### config.mk
export PLATFORM = sky130hd
export DESIGN_NAME = cart_bus_master
export DESIGN_NICKNAME = d
export VERILOG_FILES = /design/src/rtl/cart_bus_pkg.sv /design/src/rtl/cart_bus_phase_timer.sv /design/src/rtl/cart_bus_master.sv
export SDC_FILE = /design/constraint.sdc
export NUM_CORES = 1
export LEC_CHECK = 0
export CORE_ASPECT_RATIO = 0.7
export CORE_MARGIN = 2
export CORE_UTILIZATION = 40
export DETAILED_ROUTE_END_ITERATION = 8
export PLACE_DENSITY = 0.65
export SKIP_LAST_GASP = 1
export SYNTH_ARGS = -nofsm -noshare
export SYNTH_HDL_FRONTEND = slang
export SYNTH_HIERARCHICAL = 1
export SYNTH_SLANG_ARGS = --single-unit
export TNS_END_PERCENT = 50
### constraint.sdc
create_clock -name clk -period 3.4 [get_ports clk]
set_input_delay 0.34 -clock clk [delete_from_list [all_inputs] [get_ports clk]]
set_output_delay 0.34 -clock clk [all_outputs]
set_load 0.02 [all_outputs]
### src/rtl/cart_bus_pkg.sv
`default_nettype none
// ============================================================================
// Module  : cart_bus_pkg
// Purpose : Shared types and address map for the cartridge bus master.
//           Defines the bus-cycle state enum, the registered request
//           record and Game Boy cartridge address-window helpers.
// Ports   : none (package)
// Revision: 1.0 - initial release
// ============================================================================
package cart_bus_pkg;

  typedef enum logic [2:0] {
    IDLE   = 3'd0,
    SETUP  = 3'd1,
    STROBE = 3'd2,
    HOLD   = 3'd3,
    RESP   = 3'd4
  } state_t;

  localparam logic [15:0] ROM_BANK0_END = 16'h3FFF;
  localparam logic [15:0] ROM_END       = 16'h7FFF;
  localparam logic [15:0] BANK_SEL_LO   = 16'h2000;
  localparam logic [15:0] BANK_SEL_HI   = 16'h3FFF;
  localparam logic [15:0] SRAM_LO       = 16'hA000;
  localparam logic [15:0] SRAM_HI       = 16'hBFFF;

  typedef struct packed {
    logic        we;
    logic [15:0] addr;
    logic [7:0]  wdata;
  } cart_req_t;

  // External cartridge RAM window: the only range that selects /CS.
  function automatic logic in_sram(input logic [15:0] addr);
    return (addr >= SRAM_LO) && (addr <= SRAM_HI);
  endfunction

  // MBC ROM bank-select register window.
  function automatic logic in_bank_sel(input logic [15:0] addr);
    return (addr >= BANK_SEL_LO) && (addr <= BANK_SEL_HI);
  endfunction

endpackage
`default_nettype wire

### src/rtl/cart_bus_phase_timer.sv
`default_nettype none
// ============================================================================
// Module  : cart_bus_phase_timer
// Purpose : Phase-length down counter. A load sets the count to
//           PHASE_CLKS-1; it then counts down and holds at zero. done is
//           high while the count is zero, i.e. in the last cycle of a phase.
// Ports   : clk  - clock
//           rst  - asynchronous active-low reset
//           load - start a new phase (count <= PHASE_CLKS-1)
//           done - current cycle is the last of the phase
// Revision: 1.0 - initial release
// ============================================================================
module cart_bus_phase_timer #(
  parameter int unsigned PHASE_CLKS = 4
) (
  input  logic clk,
  input  logic rst,
  input  logic load,
  output logic done
);

  logic [7:0] count;

  always_ff @(posedge clk or negedge rst) begin
    if (!rst) begin
      count <= 8'd0;
    end else if (load) begin
      count <= 8'(PHASE_CLKS - 1);
    end else if (count != 8'd0) begin
      count <= count - 8'd1;
    end
  end

  assign done = (count == 8'd0);

endmodule
`default_nettype wire

### src/rtl/cart_bus_master.sv
`default_nettype none
// ============================================================================
// Module  : cart_bus_master
// Purpose : Initiator side of the Game Boy cartridge bus. Turns one
//           single-beat host request at a time into a SETUP/STROBE/HOLD bus
//           cycle (PHASE_CLKS clocks each) followed by a one-cycle response.
//           All bus outputs are registered from the next-state decode.
// Config  : CART_BUS_MASTER_BANK_SHADOW_EN adds bank_shadow[4:0], a copy of
//           the last completed write to 0x2000-0x3FFF (0 stored as 1).
// Ports   : clk, rst (async active-low)
//           req_valid/req_ready/req_we/req_addr/req_wdata - host request
//           rsp_valid/rsp_rdata - completion pulse and read data
//           cart_addr, cart_data_out/oe/in, cart_rd_n, cart_wr_n,
//           cart_cs_n, cart_clk - cartridge bus
// Revision: 1.0 - initial release
// ============================================================================
module cart_bus_master
  import cart_bus_pkg::*;
#(
  parameter int unsigned PHASE_CLKS = 4
) (
  input  logic        clk,
  input  logic        rst,
  input  logic        req_valid,
  output logic        req_ready,
  input  logic        req_we,
  input  logic [15:0] req_addr,
  input  logic [7:0]  req_wdata,
  output logic        rsp_valid,
  output logic [7:0]  rsp_rdata,
  output logic [15:0] cart_addr,
  output logic [7:0]  cart_data_out,
  output logic        cart_data_oe,
  input  logic [7:0]  cart_data_in,
  output logic        cart_rd_n,
  output logic        cart_wr_n,
  output logic        cart_cs_n,
  output logic        cart_clk
`ifdef CART_BUS_MASTER_BANK_SHADOW_EN
  ,
  output logic [4:0]  bank_shadow
`endif
);

  state_t    state, state_next;
  cart_req_t req_r, cur;
  logic      load, done, busy_next;
  logic [7:0] rd_cap;

  cart_bus_phase_timer #(.PHASE_CLKS(PHASE_CLKS)) u_timer (
    .clk  (clk),
    .rst  (rst),
    .load (load),
    .done (done)
  );

  assign req_ready = (state == IDLE);

  // In IDLE the outputs for the first SETUP cycle must come from the live
  // request, since req_r is only written at the accepting edge.
  always_comb begin
    state_next = state;
    load       = 1'b0;
    cur        = req_r;
    if (state == IDLE) begin
      cur.we    = req_we;
      cur.addr  = req_addr;
      cur.wdata = req_wdata;
    end
    case (state)
      IDLE:   if (req_valid) begin state_next = SETUP;  load = 1'b1; end
      SETUP:  if (done)      begin state_next = STROBE; load = 1'b1; end
      STROBE: if (done)      begin state_next = HOLD;   load = 1'b1; end
      HOLD:   if (done)            state_next = RESP;
      RESP:                        state_next = IDLE;
      default:                     state_next = IDLE;
    endcase
  end

  assign busy_next = (state_next == SETUP) || (state_next == STROBE) ||
                     (state_next == HOLD);

  always_ff @(posedge clk or negedge rst) begin
    if (!rst) begin
      state         <= IDLE;
      req_r         <= '0;
      rd_cap        <= 8'd0;
      rsp_valid     <= 1'b0;
      rsp_rdata     <= 8'd0;
      cart_addr     <= 16'd0;
      cart_data_out <= 8'd0;
      cart_data_oe  <= 1'b0;
      cart_rd_n     <= 1'b1;
      cart_wr_n     <= 1'b1;
      cart_cs_n     <= 1'b1;
      cart_clk      <= 1'b0;
    end else begin
      state <= state_next;
      if (state == IDLE && req_valid) begin
        req_r <= cur;
      end
      cart_addr     <= busy_next ? cur.addr : 16'd0;
      cart_cs_n     <= !(busy_next && in_sram(cur.addr));
      cart_rd_n     <= !(!cur.we && (state_next == SETUP || state_next == STROBE));
      cart_wr_n     <= !(cur.we && state_next == STROBE);
      cart_data_oe  <= busy_next && cur.we;
      cart_data_out <= (busy_next && cur.we) ? cur.wdata : 8'd0;
      cart_clk      <= (state_next == STROBE);
      rsp_valid     <= (state_next == RESP);
      // Sample the bus at the end of STROBE, but only publish it together
      // with rsp_valid so rsp_rdata stays stable between responses.
      if (state == STROBE && done) begin
        rd_cap <= req_r.we ? 8'd0 : cart_data_in;
      end
      if (state == HOLD && done) begin
        rsp_rdata <= rd_cap;
      end
    end
  end

`ifdef CART_BUS_MASTER_BANK_SHADOW_EN
  // Updated on the edge leaving RESP, so visible the cycle after rsp_valid.
  // Bank 0 maps to bank 1 exactly as the MBC register does.
  always_ff @(posedge clk or negedge rst) begin
    if (!rst) begin
      bank_shadow <= 5'd1;
    end else if (state == RESP && req_r.we && in_bank_sel(req_r.addr)) begin
      bank_shadow <= (req_r.wdata[4:0] == 5'd0) ? 5'd1 : req_r.wdata[4:0];
    end
  end
`else
  // Bank shadow register not present in this build.
`endif

endmodule
`default_nettype wire

### Yosys cells after proc, flatten, opt, wreduce, memory -nomap -nowiden

Cells that the tools add are included.

| word-level totals | value |
|---|---|
| register bits | 82 |
| input bits | 36 |
| word-level logic and storage cells | 58 |

| cells by class | value |
|---|---|
| add/subtract/negate cells | 1 |
| order comparisons | 2 |
| equal/unequal tests | 7 |
| mux-type cells | 14 |
| reductions and logical operators | 19 |

Operators by type and width:

| kind | number |
|---|---|
| 8-bit 2-to-1 mux | 4 |
| 25-bit 2-to-1 mux | 1 |
| 16-bit greater-or-equal comparator (second input constant) | 1 |
| 16-bit less-or-equal comparator (second input constant) | 1 |
| 16-bit 2-to-1 mux | 1 |
| 3-bit by 2-bit == test with 1-bit output (second input constant) | 4 |
| 3-bit 2-to-1 mux | 4 |
| 3-bit one-hot mux with 4 select lines | 1 |
| 1-bit logical AND | 8 |
| 8-bit zero test | 1 |
| 8-bit nonzero test | 1 |
| 8-bit by 1-bit subtractor with 8-bit output (second input constant) | 1 |
| 3-bit by 1-bit == test with 1-bit output (second input constant) | 2 |
| 1-bit zero test | 4 |
| 3-bit == test (second input constant) | 1 |
| 3-bit zero test | 1 |
| 1-bit logical OR | 2 |
| 1-bit 2-to-1 mux | 2 |
| 1-bit one-hot mux with 2 select lines | 1 |
| 2-bit nonzero test | 1 |
| 2-bit OR reduction | 1 |

### Longest topological paths before layout

Gate-level depths: netlist of run 1.

| logic depth | value |
|---|---|
| word-level depth | 8 |
| depth in mapped cells | 10 |
| gate-level depth less buffers | 9 |

### Hierarchy

The synthesis of run 1 kept the hierarchy.

Modules (own cells, without submodules):

| module | times used | cells each | area an instance (µm²) | seq. area each (µm²) |
|---|---|---|---|---|
| cart_bus_master | 1 | 264 | 3054.2 | 1855.5 |
| cart_bus_phase_timer | 1 | 43 | 430.4 | 200.2 |

### Least setup slack after synthesis of run 1

OpenSTA, ideal clock, no wires.

| timing | value |
|---|---|
| path type | register to register |
| from | register u_timer.count[0] |
| to | register u_timer.count[2] |
| setup time | 134 ps |
| arrival | 2463 ps |
| path slack | 803 ps |
| cell stages (with the launch flop) | 11 |
| path buffers | 1 |
| period minus slack after synthesis | 2597 ps |
| cells stage by stage | dfrtp_1 > inv_1 > ha_1 > nor4b_1 > and2_1 > nand2_1 > or2_2 > a21oi_1 > clkbuf_1 > or3b_2 > o22ai_1 |

| on the way | value |
|---|---|
| cells in the longest elaborated chain, start to end | 4 |
| elaborated cells on any way between the ends | 8 |

RTL lines:

| item | RTL line | source |
|---|---|---|
| start: declaration | cart_bus_phase_timer.sv:22 | `logic [7:0] count;` |
| start signal: assignment | cart_bus_phase_timer.sv:28 | `count <= 8'(PHASE_CLKS - 1);` |
| start signal: assignment | cart_bus_phase_timer.sv:30 | `count <= count - 8'd1;` |
| 8-bit zero test (*) | cart_bus_phase_timer.sv:34 | `assign done = (count == 8'd0);` |
| named net done | cart_bus_master.sv:47 | `logic load, done, busy_next;` |
| 1-bit 2-to-1 mux (*) | cart_bus_master.sv:72, cart_bus_master.sv:73 |  |
| 1-bit one-hot mux with 2 select lines (*) | cart_bus_master.sv:70 | `case (state)` |
| named net load | cart_bus_master.sv:47 |  |
| 8-bit 2-to-1 mux or 2-bit nonzero test (tied branches) | - |  |

The timed path passes the listed nets; every way through them passes the cells marked *. The select of a mux whose other input is x is not followed.
A chain may end at the register's enable or synchronous reset.

### Final worst setup path of run 1

| timing | value |
|---|---|
| from | register u_timer.count[0] |
| to | register u_timer.count[0] |

The elaborated chain is that of the path after synthesis.

==> results of run 1 <==
kinds of logic after synthesis:
kind of cell,after synthesis
buffers and inverters,23
DFF,82
muxes,29
adders and majority gates,1
and+or+nand+nor,118
AOI/OAI and AO/OA,54
synth_stat cells, types with 2 or more instances:
| library cell | n |
|---|---|
| nand2b_1 | 11 |
| nand3b_1 | 2 |
| dfstp_2 | 3 |
| mux2i_1 | 4 |
| mux2_4 | 20 |
| dfrtp_1 | 79 |
| mux2_2 | 5 |
| inv_1 | 3 |
| nor3_1 | 2 |
| or3b_2 | 2 |
| a21oi_1 | 35 |
| nand3_1 | 17 |
| or2_2 | 3 |
| o21ai_0 | 11 |
| or3_1 | 3 |
| or4b_1 | 2 |
| buf_6 | 2 |
| clkbuf_1 | 10 |
| buf_12 | 2 |
| nand2_1 | 63 |
| buf_2 | 2 |
| nor2_1 | 6 |
area by class of cell:
class / count / area [um^2]
fillers: 747 / 3880
flip-flops and latches: 82 / 2060
multi-input cells: 202 / 1270
repair buffers: 78 / 768
clock buffers: 11 / 233
well taps: 120 / 150
clock inverters: 5 / 55.1
inverters: 5 / 23.8
cells in the final DEF, fill, tap and decap left out, types with 2 or more instances in the layout:
cell type / count
dfrtp_1: 79
clkdlybuf4s50_1: 73
nand2_1: 63
a21oi_1: 35
mux2_4: 20
nand3_1: 17
nand2b_1: 11
o21ai_0: 11
clkbuf_16: 9
nor2_1: 6
mux2_2: 5
buf_4: 5
mux2i_1: 4
or3_1: 3
or2_2: 3
inv_1: 3
dfstp_2: 3
nor3_1: 2
nand3b_1: 2
clkinvlp_4: 2
clkinv_2: 2
clkbuf_1: 2
or3b_2: 2
or4b_1: 2
power by group:
group / switching, mW / internal [mW]
Sequential: 0.276 / 1.44
Combinational: 0.921 / 0.936
Clock: 0.378 / 0.567
Total: 1.57 / 2.94
layer usage:
metal	global-route usage (%)	vias up	routed length (um)
li1	-	1183	-
met1	24.3	1235	3810
met2	25.4	62	3270
met3	5.62	4	343
met4	6.87	0	72
met5	0	-	0
worst min-delay path by stage:
stage                   end  depth (start not counted)       from
6_report          rsp_valid                          1        rst
5_1_grt           rsp_valid                          1        rst
4_1_cts        rsp_rdata[2]                          1        rst
3_5_place_dp   rsp_rdata[1]                          2  rd_cap[1]
3_3_place_gp   rsp_rdata[1]                          2  rd_cap[1]
2_1_floorplan  cart_addr[0]                          0        rst
state kept, by name (all words and copies together), names as in the netlist:
name and count:
req_r 25, cart_addr 16, cart_data_out 8, rd_cap 8, rsp_rdata 8, u_timer/count 8, state 3, cart_clk 1
cart_cs_n 1, cart_data_oe 1, cart_rd_n 1, cart_wr_n 1, rsp_valid 1
metrics by stage:
| stage | hold WS [ns] | cells | total power, mW |
|---|---|---|---|
| after floorplan | 0.0444 | 307 | 2.93 |
| after global placement | 0.446 | 487 | 3.55 |
| after detailed placement | 0.454 | 487 | 3.59 |
| after CTS | 0.222 | 503 | 4.56 |
| after global routing | 0.269 | 503 | 4.82 |
| final | 0.182 | 503 | 4.52 |
==> results by group, run 1 <==
Run status
  • Outcome: completed

GRT
  • GRT Total Usage: 17.4%
  • Largest net degree at the start of global routing: 83
  • Initial antenna violation count: 0
  • Global-route wire length before repair: 12300 um
  • GRT overflow: 0
  • Vias in the first global route: 2385

Yosys
  • Post-synth EDFFs: 0
  • Syn_nets: 344
  • Post-synthesis compound-gate area fraction: 8.51%
  • Adder-Cell Fraction of Synth Area: 0.359%
  • Cell count after synthesis: 307
  • Multiplexer area fraction after synthesis: 11.4%
  • Simple-gate portion of the synthesized area: 16.3%
  • Largest family of logic cells by synthesized area: simple AND/OR/NAND/NOR gates
  • Ys flop type: dfrtp_1
  • Cell Area, Synth: 0.00348 mm^2
  • Unique masters post-synth: 42
  • Seq/Total Area, Yosys: 59.0%
  • Syn Area/Cell: 11.4 um^2
  • Flops & latches, synth: 82
  • Top area cells in the synthesized netlist: dfrtp_1 (57%), mux2_4 (8.6%), nand2_1 (6.8%), a21oi_1 (5.0%), nand3_1 (2.4%)
  • Largest area contributor in the netlist: dfrtp_1
  • Top cell type's share of synthesized area: 56.7%
  • Xor/xnor cell area share of the yosys netlist: 0%
  • Syn. warnings: 6
  • Async SR Flop Fraction: 100%

Worst setup path
  • Reg-to-Reg End: u_timer/count[0]
  • Worst-path maximum fanout: 10
  • Critical Path End: u_timer/count[0]
  • Largest stage delay, worst path: 0.41 ns
  • Top cell family by delay on the critical path: simple AND/OR/NAND/NOR gates
  • WP data required: 3.65 ns
  • Buffer and inverter count on the worst path: 2
  • Setup slack on the worst flop-to-flop path: 0.68 ns
  • CP endpoint kind: flip-flop
  • CP startpoint: u_timer/count[0]
  • CP startpoint kind: flip-flop
  • Reg2reg start: u_timer/count[0]
  • Crit path depth: 10
  • FF-to-FF path depth: 10
  • Worst path cell trace: inv_1 > ha_1 > nor4b_1 > and2_1 > nand2_1 > or2_2 > a21oi_1 > buf_4 > a211oi_1 > a21oi_1
  • CP most frequent cell: a21oi_1
  • Worst Setup Path Type: flip-flop to flip-flop
  • Crit path DAT: 2.97 ns
  • Slowest cell on crit path: dfrtp_1

Routing
  • Initial DRC count: 160
  • Vias: 2484
  • WL/cell: 14.9 um
  • Drt via density: 4.94
  • Residual DRC count: 0
  • 1st-pass router iterations: 4
  • Drt total wl: 7500 um
  • Post-route ant nets: 0

Finish
  • # nets final: 415
  • Share of cells above drive strength 1: 14.4%
  • Post-route cell area: 0.00456 mm^2
  • Final Util: 54.0%
  • Area growth, synth to finish: 30.9%
  • # diodes: 0

STA
  • Setup tns final: 0 ns
  • Worst slew pin tran: 1.02 ns
  • Slew margin rel.: 31.8%
  • Final WS setup: 0.684 ns
  • Clk_skew: 0.00675 ns
  • RSZ-0062 raised after global routing: false
  • Final period util: 79.9%
  • Fmax: 0.368 GHz
  • Final setup violation count: 0
  • Minimum clock period after layout: 2.72 ns
  • Hold Fails Final Rpt: 0
  • Fin. max-slew vios: 0

Power
  • LEAKAGE: 2.01 nW
  • Max VDD drop: 0.428 mV
  • PD cells: 991 mW/mm^2

Clock network
  • Clock insertion delay at the later pin of the skew report: 0.33 ns
  • TritonCTS Sinks: 82
  • TritonCTS clock tree: built
  • Longest Clk Path Bufs: 2
  • Post-CTS setup buffers: 0
  • Post-CTS sizing: 0
  • CTS H-tree depth: 3
  • Clk slew on worst S/H paths: 0.06 ns
  • Num CTS Buffers: 9
  • Hold Buf Count CTS: 0
  • Root Buffer: clkbuf_16

Worst hold path
  • Hold Path Class: input pin to asynchronous set/reset pin

Job
  • Max-cap viol count: 0

Place
  • Post-Place Setup Slack: 0.713 ns
  • # port buffers: 74
  • DP HPWL: 4760 um
  • Post-Place Cell Area: 0.00427 mm^2
  • RePlAce Congestion: 0.804

Floorplan
  • Die area: 0.00949 mm^2
  • I/O Pins: 75
  • Die height: 82.1 um
  • Die Wd: 116 um
  • Core Box Area: 0.00844 mm^2
  • Starting density of the core: 41.3%
  • # rows: 28
No activity file was read; power rests on OpenSTA's default activity.
==> run 2: changes to the inputs <==
PLACE_DENSITY = 0.68   (was 0.65)
clock period = 2.2 ns   (was 3.4 ns; I/O delays follow)
==> results by group, run 2 (same netlist as run 1, synthesis figures left out) <==
Run status
  • Outcome: completed

STA
  • Fin. max-slew vios: 0 (unchanged)
  • Minimum clock period after layout: 2.12 ns
  • Clk_skew: 0.0100 ns (+0.00327 ns)
  • RSZ-0062 raised after global routing: true
  • Slew margin rel.: 49.4% (+18 points)
  • Hold Fails Final Rpt: 0 (unchanged)
  • Final setup violation count: 0 (unchanged)
  • Final period util: 96.2%
  • Fmax: 0.472 GHz
  • Worst slew pin tran: 0.758 ns (-0.265 ns)

GRT
  • Initial antenna violation count: 0 (unchanged)
  • Largest net degree at the start of global routing: 63 (-24%)
  • Global-route wire length before repair: 12900 um (+4.6%)
  • Vias in the first global route: 2575 (+8.0%)
  • GRT overflow: 0 (unchanged)
  • GRT Total Usage: 17.7% (+0.30 points)

Routing
  • Drt via density: 4.85 (-1.9%)
  • Post-route ant nets: 0 (unchanged)
  • Residual DRC count: 0 (unchanged)
  • WL/cell: 14.9 um (-0.39%)
  • Metal-1 WL: 3740 um (-1.9%)
  • Top Layer Used: met4
  • 1st-pass router iterations: 4 (unchanged)
  • Initial DRC count: 180 (+13%)
  • WL met2: 3480 um (+6.2%)
  • WL met3: 431 um (+26%)
  • Drt total wl: 7750 um (+3.4%)
  • Vias: 2530 (+1.9%)

Power
  • Max VDD drop: 0.564 mV (+32%)
  • Sw Share: 34.7% (-0.11 points)
  • PD cells: 1510 mW/mm^2 (+53%)
  • Clock share of power: 19.5% (-1.4 points)
  • Sequential share of power: 36.5% (-1.5 points)
  • Combinational power share: 44.0% (+2.9 points)
  • Switch Pwr: 2.49 mW (+58%)
  • Int Pwr: 4.68 mW (+59%)
  • LEAKAGE: 2.12 nW (+5.6%)

Place
  • Post-placement cell count: 498 (+2.3%)
  • # port buffers: 74 (unchanged)
  • Post-Place Cell Area: 0.00438 mm^2 (+2.6%)
  • RePlAce Congestion: 0.720 (-10%)
  • DP HPWL: 5080 um (+6.8%)

Finish
  • Most common cell after layout, fill and taps aside: dfrtp_1
  • Share of cells above drive strength 1: 19.4% (+5.0 points)
  • Largest reg by FF count: req_r
  • Post-route cell area: 0.00474 mm^2 (+3.8%)
  • Area growth, synth to finish: 35.9%
  • Reg area: 0.00206 mm^2 (unchanged)
  • Leading cell types in the layout, fill and taps excluded: dfrtp_1 (79), clkdlybuf4s50_1 (73), nand2_1 (63), a21oi_1 (34), buf_4 (21)
  • Fill count: 715 (-4.3%)
  • # nets final: 434 (+4.6%)
  • # diodes: 0 (unchanged)
  • Footprint of the multi-input gates: 0.00130 mm^2 (+2.2%)
  • Final cell count without fillers: 522 (+3.8%)
  • Largest register FFs: 25 (unchanged)
  • Biggest regs: req_r x25, cart_addr x16

Worst setup path
  • Worst Setup Path Type: flip-flop to output pin
  • Worst path cell trace: or3_1 > clkinv_4 > clkdlybuf4s50_1
  • CP endpoint kind: output pin
  • Top cell family by delay on the critical path: buffers and inverters
  • CP startpoint kind: flip-flop
  • Slowest cell on crit path: clkdlybuf4s50_1
  • Largest stage delay, worst path: 0.62 ns (+0.21 ns)
  • Worst-path maximum fanout: 16 (+6)
  • Setup slack on the worst flop-to-flop path: 0.11 ns (-0.57 ns)
  • WP data required: 1.98 ns (-1.67 ns)
  • Crit path DAT: 1.90 ns (-1.07 ns)
  • Buffer and inverter count on the worst path: 2 (unchanged)

Clock network
  • TritonCTS clock tree: built
  • Clk slew on worst S/H paths: 0.06 ns (about the same)
  • Clock insertion delay at the later pin of the skew report: 0.33 ns (about the same)
  • Longest Clk Path Bufs: 2 (unchanged)
  • Root Buffer: clkbuf_16
  • Num CTS Buffers: 9 (unchanged)
  • TritonCTS Sinks: 82 (unchanged)
  • CTS H-tree depth: 3 (unchanged)

Floorplan
  • Core Box Area: 0.00844 mm^2 (unchanged)
  • Die area: 0.00949 mm^2 (unchanged)
  • # rows: 28 (unchanged)
  • I/O Pins: 75 (unchanged)
  • Die height: 82.1 um (unchanged)
  • Starting density of the core: 41.3% (unchanged)
  • Die Wd: 116 um (unchanged)

Worst hold path
  • Hold Path Class: flip-flop to flip-flop

Job
  • Max-cap viol count: 0 (unchanged)
==> run 2: cell count changes in the layout (fill, tap and decap cells not counted), sizes merged <==
cell         change
buf             +18
bufinv           -1
clkbuf           +1
clkinv           +1
clkinvlp         -2
dlygate4sd3      +1
inv              +1
==> run 2: path summary, 6_finish.rpt <==
kind                                        from                to  cells past startpoint
min in group asynchronous                    rst         rsp_valid                      2
worst min-delay path                   rd_cap[4]      rsp_rdata[4]                      2
worst max register to register  u_timer/count[0]  u_timer/count[2]                     10
max in group asynchronous                    rst      cart_addr[1]                      3
worst max-delay path                    state[0]         req_ready                      3
worst min register to register         rd_cap[4]      rsp_rdata[4]                      2
==> run 2: area by class of cell <==
cell class / count / area share, %
clock inverters: 4 / 0.502
repair buffers: 97 / 19.5
inverters: 5 / 0.502
clock buffers: 12 / 5.42
multi-input cells: 202 / 27.5
well taps: 120 / 3.17
flip-flops and latches: 82 / 43.4
==> run 2: through the flow <==
step | total power, mW | utilization [%] | hold slack, ns | setup TNS, ns | worst slack [ns]
after floorplan | 4.55 | - | -0.0756 | 0 | 0.0148
after global placement | 5.59 | 51.9 | 0.340 | 0 | 0.130
after detailed placement | 5.68 | 51.9 | 0.343 | -0.00137 | -0.00137
after CTS | 7.16 | 55.6 | 0.457 | 0 | 0.0418
after global routing | 7.65 | 56.1 | 0.491 | -0.152 | -0.0361
final | 7.17 | 56.1 | 0.458 | 0 | 0.0830
==> run 2: timing repair <==
action / CTS / global route
hold buffers: 1 / 0
setup buffers: 2 / 4
endpoints found under the setup margin: 1 / 5
cloned: 0 / 1
endpoints found under the hold margin: 25 / 0
gates resized for setup: 2 / 2
==> run 2: metal layers <==
metal / global-route usage (%) / vias to the layer above
li1: - / 1221
met1: 24.9 / 1231
met2: 27.1 / 67
met3: 3.94 / 11
met4: 6.75 / 0
met5: 0 / -
==> run 2: worst register-to-register path, stage by stage (launching register included) <==
cell and delay, ns:
dfrtp_1 0.38, inv_1 0.09, ha_1 0.17, nor4b_4 0.21, and2_4 0.21, nand2_1 0.07, or2_2 0.32, a21oi_2 0.17
buf_4 0.16, or3b_2 0.12, o22ai_2 0.07
==> run 2: power groups by stage <==
stage          logic, mW  registers [mW]  clock network (mW)
2_1_floorplan       1.63            2.92                   0
3_3_place_gp        2.97            2.62                   0
3_5_place_dp        3.04            2.64                   0
4_1_cts             3.12            2.61                1.43
5_1_grt             3.45            2.71                1.49
6_report            3.16            2.62                1.39
